===== src/rtl/channel_write_arbiter.sv =====
// Four-producer round-robin arbiter sharing one channel write port.
// A grant lasts up to MAX_BURST accepted words or until the owner drops valid.
module channel_write_arbiter #(
    parameter int WIDTH     = 32,
    parameter int MAX_BURST = 4
) (
    input  logic             clk,
    input  logic             rst,
    input  logic [WIDTH-1:0] req0_in_data,
    input  logic [WIDTH-1:0] req1_in_data,
    input  logic [WIDTH-1:0] req2_in_data,
    input  logic [WIDTH-1:0] req3_in_data,
    input  logic             req0_write_valid,
    input  logic             req1_write_valid,
    input  logic             req2_write_valid,
    input  logic             req3_write_valid,
    output logic             req0_write_ready,
    output logic             req1_write_ready,
    output logic             req2_write_ready,
    output logic             req3_write_ready,
    output logic [WIDTH-1:0] out_in_data,
    output logic             out_write_valid,
    input  logic             out_write_ready,
    output logic [3:0]       grant,
    output logic             busy
);

    typedef enum logic {S_IDLE, S_GRANT} state_t;

    state_t     r_state;
    logic [3:0] r_grant;
    logic [1:0] r_gidx;
    logic [1:0] r_rr_ptr;
    logic [7:0] r_beat_cnt;

    logic [3:0]       w_valid;
    logic [WIDTH-1:0] w_data [4];
    logic             w_sel_valid;
    logic             w_accept;
    logic             w_release;
    logic [7:0]       w_cnt_next;
    logic             w_found;
    logic [1:0]       w_pick;

    assign w_valid = {req3_write_valid, req2_write_valid, req1_write_valid, req0_write_valid};
    assign w_data[0] = req0_in_data;
    assign w_data[1] = req1_in_data;
    assign w_data[2] = req2_in_data;
    assign w_data[3] = req3_in_data;

    // Round-robin scan starting at the highest-priority index.
    always_comb begin
        logic [1:0] v_idx;
        v_idx   = 2'd0;
        w_found = 1'b0;
        w_pick  = r_rr_ptr;
        for (int i = 0; i < 4; i++) begin
            v_idx = r_rr_ptr + 2'(i);
            if (!w_found && w_valid[v_idx]) begin
                w_found = 1'b1;
                w_pick  = v_idx;
            end
        end
    end

    assign busy        = (r_state == S_GRANT);
    assign grant       = r_grant;
    assign w_sel_valid = busy & w_valid[r_gidx];
    assign w_accept    = w_sel_valid & out_write_ready;
    assign w_cnt_next  = r_beat_cnt + 8'd1;
    assign w_release   = busy & (!w_sel_valid || (w_accept && (w_cnt_next == 8'(MAX_BURST))));

    // Ready is built only from registered grant and downstream ready, so no loop through valid.
    assign req0_write_ready = r_grant[0] & out_write_ready;
    assign req1_write_ready = r_grant[1] & out_write_ready;
    assign req2_write_ready = r_grant[2] & out_write_ready;
    assign req3_write_ready = r_grant[3] & out_write_ready;
    assign out_write_valid  = w_sel_valid;
    assign out_in_data      = busy ? w_data[r_gidx] : '0;

    always_ff @(posedge clk or posedge rst) begin
        if (rst) begin
            r_state    <= S_IDLE;
            r_grant    <= 4'd0;
            r_gidx     <= 2'd0;
            r_rr_ptr   <= 2'd0;
            r_beat_cnt <= 8'd0;
        end else begin
            case (r_state)
                S_IDLE: begin
                    if (w_found) begin
                        r_state    <= S_GRANT;
                        r_grant    <= 4'b0001 << w_pick;
                        r_gidx     <= w_pick;
                        r_beat_cnt <= 8'd0;
                    end
                end
                S_GRANT: begin
                    if (w_accept)
                        r_beat_cnt <= w_cnt_next;
                    if (w_release) begin
                        r_state  <= S_IDLE;
                        r_grant  <= 4'd0;
                        r_rr_ptr <= r_gidx + 2'd1;
                    end
                end
                default: r_state <= S_IDLE;
            endcase
        end
    end

endmodule


===== config.mk =====
export PLATFORM = sky130hd
export DESIGN_NAME = channel_write_arbiter
export DESIGN_NICKNAME = d
export VERILOG_FILES = /design/src/rtl/channel_write_arbiter.sv
export SDC_FILE = /design/constraint.sdc
export NUM_CORES = 1
export LEC_CHECK = 0
export CORE_MARGIN = 10
export CORE_UTILIZATION = 29
export CTS_BUF_LIST = sky130_fd_sc_hd__clkbuf_8
export DETAILED_ROUTE_END_ITERATION = 7
export GPL_ROUTABILITY_DRIVEN = 0
export GPL_TIMING_DRIVEN = 0
export PLACE_DENSITY = 0.81
export SLEW_MARGIN = 20
export SYNTH_ARGS = -nofsm -noshare
export SYNTH_HDL_FRONTEND = slang
export SYNTH_SLANG_ARGS = --single-unit
export TNS_END_PERCENT = 50

===== constraint.sdc =====
create_clock -name clk -period 1.9 [get_ports clk]
set_input_delay 0.38 -clock clk [delete_from_list [all_inputs] [get_ports clk]]
set_output_delay 0.38 -clock clk [all_outputs]
set_load 0.03 [all_outputs]

# Yosys cells after proc, flatten, opt, wreduce, memory -nomap -nowiden
# Cells that the tools add are included.
dict set report totals {
  reg_bits 17
  in_bits 135
  wordCells 73
}
dict set report op_classes {
  addsub 5
  order_cmp 6
  eq_ne 4
  shifts 1
  mux 30
  bitwise_logic 9
  n_reduce_logical 13
}
# op n
set op_table {}
lappend op_table {{$mux 32} 3}
lappend op_table {{$bmux 32 s2} 1}
lappend op_table {{$mux 8} 2}
lappend op_table {{$pmux 8 s2} 1}
lappend op_table {{$lt 2x3->1 const B} 5}
lappend op_table {{$mux 1} 11}
lappend op_table {{$bmux 1 s2} 5}
lappend op_table {{$add 8x1->8 const B} 1}
lappend op_table {{$eq 8x3->1 const B} 1}
lappend op_table {{$mux 4} 2}
lappend op_table {{$pmux 4 s2} 1}
lappend op_table {{$reduce_and 2->1} 4}
lappend op_table {{$and 1x1->1} 7}
lappend op_table {{$mux 2} 3}
lappend op_table {{$add 2x1->2 const B} 2}
lappend op_table {{$add 2x2->2 const B} 2}
lappend op_table {{$logic_and 1x1->1} 4}
lappend op_table {{$logic_not 1->1} 4}
lappend op_table {{$ne 2x1->1 const B} 2}
lappend op_table {{$shl 1x2->4 const A} 1}
lappend op_table {{$ge 3x3->1 const B} 1}
lappend op_table {{$not 2->3} 1}
lappend op_table {{$ne 2x2->1 const B} 1}
lappend op_table {{$pmux 1 s2} 1}
lappend op_table {{other kinds (2)} 2}

# Depth between registers and ports, before layout
dict set report logic_depth {
  depth_word 15
  depth_mapped 6
}

# Worst setup path after synthesis
# No wires, ideal clock.
dict set report synth_timing {
  path_type {flip-flop to output port}
  startpoint {register r_gidx[0]}
  endpoint {output out_in_data[0]}
  t_arrival_ns 1.536
  required_time_ns 1.520
  setup_slack_ns -0.016
  stages_incl_launch_ff 5
  path_buffers 2
  path_cell_list {dfrtp_1 -> buf_6 -> buf_2 -> mux4_2 -> and2_1}
}
dict set report synth_via {
  elab_chain_cells 5
}
# element line
set synth_rtl {}
lappend synth_rtl {{start: declaration} 32} ;# logic [1:0] r_gidx;
lappend synth_rtl {{start signal: assignment} 94} ;# r_gidx <= w_pick;
lappend synth_rtl {{$not 2->3 (implied by the code)} 79} ;# assign out_in_data = busy ? w_data[r_gidx] : '0;
lappend synth_rtl {{$bmux 32 s2} 79}
lappend synth_rtl {{$mux 32 (implied by the code) (2 in a row)} 79}
lappend synth_rtl {{$mux 32} 79}
lappend synth_rtl {{end: declaration} 21} ;# output logic [WIDTH-1:0] out_in_data,
# No other way between the ends. The select of a mux whose other input is x is not followed.

# Worst setup path after layout
dict set report layout_timing {
  startpoint {register r_gidx[0]}
  endpoint {output out_in_data[3]}
}
# The elaborated chain is that of the path after synthesis.

==> key figures <==
Critical path
  – Crit path max-delay cell type: mux4_2
  – FF-to-FF path depth: 6
  – R2r endpoint: r_beat_cnt[6]
  – R2r setup slk: -0.09 ns
  – Worst path buffer plus inverter count: 3
  – Critical path endpoint category: primary output
  – Cells along the critical path: buf_12, clkbuf_16, mux4_2, and2_4, buf_6
  – Worst r2r src: r_gidx[0]
  – Crit path kind: reg -> out
  – Crit-path max FO: 7
  – Max stage delay on crit path: approximately 0.5 ns
  – Worst EP required: 1.52 ns
  – Crit path DAT: 1.78 ns
  – Cell family with most CP delay: multiplexers
  – Nature of the critical path startpoint: flop

Clock tree
  – CTS tree: done
  – CTS Buffer Depth: 2
  – Sink Count: 17
  – # hold bufs at CTS: 0
  – Clock-pin slew on the worst setup and hold paths: around 0.07 ns
  – Cts bufs inserted: 3
  – Clk_lat worst skew: 0.26 ns
  – H-tree depth: 1
  – Root buf cell: clkbuf_8

GRT
  – GRT Util Overall: 0.173
  – First-pass GRT wire length: 13800 um
  – Grt ovf: 0
  – Largest net degree at the start of global routing: 18
  – Vias in the first global route: 2399
  – Initial antenna violation count: 1

Floorplan
  – DIE HEIGHT: 102 um
  – Top-Level Pins: between 150 and 200
  – Die width: 102 um
  – Initial core utilization: 0.303
  – Die area: 10400 sq um
  – Core box area: 6420 sq um
  – Row count: 29

Timing
  – Hold Vio Cnt, Final: 0
  – Max-slew violation count: 0
  – Final worst-path cycle share: 1.14
  – Slew HR: 0.568
  – Unrepaired setup endpoints after global routing: true
  – Final setup fails: 35
  – Final critical-path required period: roughly 2.2 ns
  – PnR worst setup slack: -0.262 ns
  – Least-Margin Pin Slew: 0.647 ns
  – Total negative slack: -6.71 ns
  – Clk_skew: between 0.007 and 0.008 ns
  – Worst Hold Margin: between 0.5 and 0.6 ns
  – FMAX: 0.463 GHz

Logic synthesis
  – Syn nets: 309
  – Top cells by count, synth: and2_1, mux4_2, dfrtp_1
  – Cells after Synth: about 170
  – Cell with the most instances after synthesis: and2_1
  – Post-synth cell types: 37
  – EDFF count, synth: 0
  – Flops & latches, synth: 17
  – Top cell type's share of synthesized area: 0.382
  – Yosys warnings: 0
  – Sequential area share after synthesis: 0.219
  – Post-synth top flop: dfrtp_1
  – Mean cell area of the mapped netlist: 11.2 sq um
  – Async S/R FF share, synth: 1.00
  – Synthesized area: 1950 sq um
  – Synth top area cells: mux4_2, dfrtp_1, and2_1
  – Dominant cell type by area after synthesis: mux4_2

Run
  – Max-cap violations: 0

Finish
  – Fill count: 496
  – Layout cells sized above 1: 0.376
  – Layout Cell Area excl Fill: around 4200 sq um
  – Area Growth Syn to Fin: 115%
  – Nets: a little under 500
  – Final Util: 0.651

Placement
  – DP HPWL: approximately 8000 um
  – Cell Area, Placed: 3800 sq um
  – Number of port buffers: 176

Routing
  – Avg WL per Cell: between 20 and 25 um
  – # DRC: 0
  – DR iter-0 viols: 57
  – Routed Antenna Nets: 0
  – Vias/cell: 5.20
  – Wirelength, routed: roughly 10000 um
  – Via count: ~2300
  – Drt first pass iters: 4

Outcome
  – Violated checks: negative setup slack
  – Status: complete, but fails checks

Power
  – P_leak: 0.00177 uW
  – Max IR drop VDD: approximately 0.85 mV
  – Pwr Density: ~1500 nW/um^2

Min path
  – Worst hold path class: in -> async
==> flip-flops by register name (all words and copies together) (netlist names) <==
register	flops
r_rr_ptr	2
busy	1
grant	4
r_gidx	2
r_beat_cnt	8
==> worst max path at each step <==
stage / endpoint / depth (start not counted) / slack (ns) / from
global placement: out_in_data[14] / 5 / -0.81 / r_gidx[1]
global route: out_in_data[3] / 5 / -0.31 / r_gidx[0]
detailed placement: out_in_data[14] / 5 / -0.83 / r_gidx[1]
finish: out_in_data[3] / 5 / -0.26 / r_gidx[0]
CTS: r_beat_cnt[6] / 8 / -0.26 / r_gidx[0]
floorplan: out_in_data[0] / 4 / -0.02 / r_gidx[0]
==> timing repair <==
action | in CTS | in global routing
setup endpoints to repair | 47 | 50
cloned | 1 | 2
setup buffers | 3 | 3
resized for setup | 290 | 28
endpoints found under the hold margin | 0 | 0
pin swaps | 2 | 7
==> cells in the final DEF (no fill, tap or decap), types with 4 or more instances in the layout <==
| cell type | count |
|---|---|
| clkdlybuf4s15_2 | 5 |
| clkbuf_4 | 4 |
| clkdlybuf4s50_1 | 134 |
| dlymetal6s2s_1 | 4 |
| a21oi_1 | 4 |
| nor2_1 | 5 |
| nand3_1 | 9 |
| nand2_1 | 6 |
| dfrtp_1 | 15 |
| buf_6 | 36 |
| o21ai_0 | 4 |
| and2_4 | 32 |
| and2_1 | 5 |
| buf_12 | 4 |
| mux4_2 | 33 |
| inv_1 | 4 |
==> final cells by class <==
cell class,count,area [sq um],area share
Timing Repair Buffer,184,1920,0.460
Buffer,11,131,0.0314
Sequential cell,17,428,0.102
Clock inverter,1,3.75,0.000898
Clock buffer,3,41.3,0.00988
Inverter,3,11.3,0.00269
Multi-Input combinational cell,140,1540,0.369
Antenna cell,1,2.50,0.000599
Tap cell,77,96.3,0.0230
==> layer usage <==
layer	track usage	wire, um	vias up
met3	0.0472	871	10
met4	0.0553	186	0
li1	-	-	1051
met5	0	0	-
met2	0.334	5560	89
met1	0.177	3380	1124
==> report_power, final <==
group	switching, uW	leakage (uW)	total (uW)	internal (uW)
clock	130	0.0000269	274	144
combinational	2400	0.00153	5240	2840
sequential	142	0.000218	620	477
total	2670	0.00177	6140	3460
==> cells by family (layout without fill, tap and decap cells) <==
logic type	count (synthesis)	count (layout)	synth area share
xor gates and xnor gates	2	2	0.00900
other	0	1	0
adders and majority gates	1	1	0.00643
DFF	17	17	0.219
buffers and inverters	16	202	0.0405
muxes	38	38	0.412
and+or+nand+nor	78	78	0.239
AOI/OAI and AO/OA	21	21	0.0740
==> metrics by stage <==
stage          power [uW]  worst slack, ns  cells
6_report             6140           -0.262    437
5_1_grt              6460           -0.311    437
4_1_cts              5960           -0.257    433
3_5_place_dp         4910           -0.832    426
3_3_place_gp         4840           -0.807    426
2_1_floorplan        3280          -0.0160    173
Power figures use the tool's default switching activity.
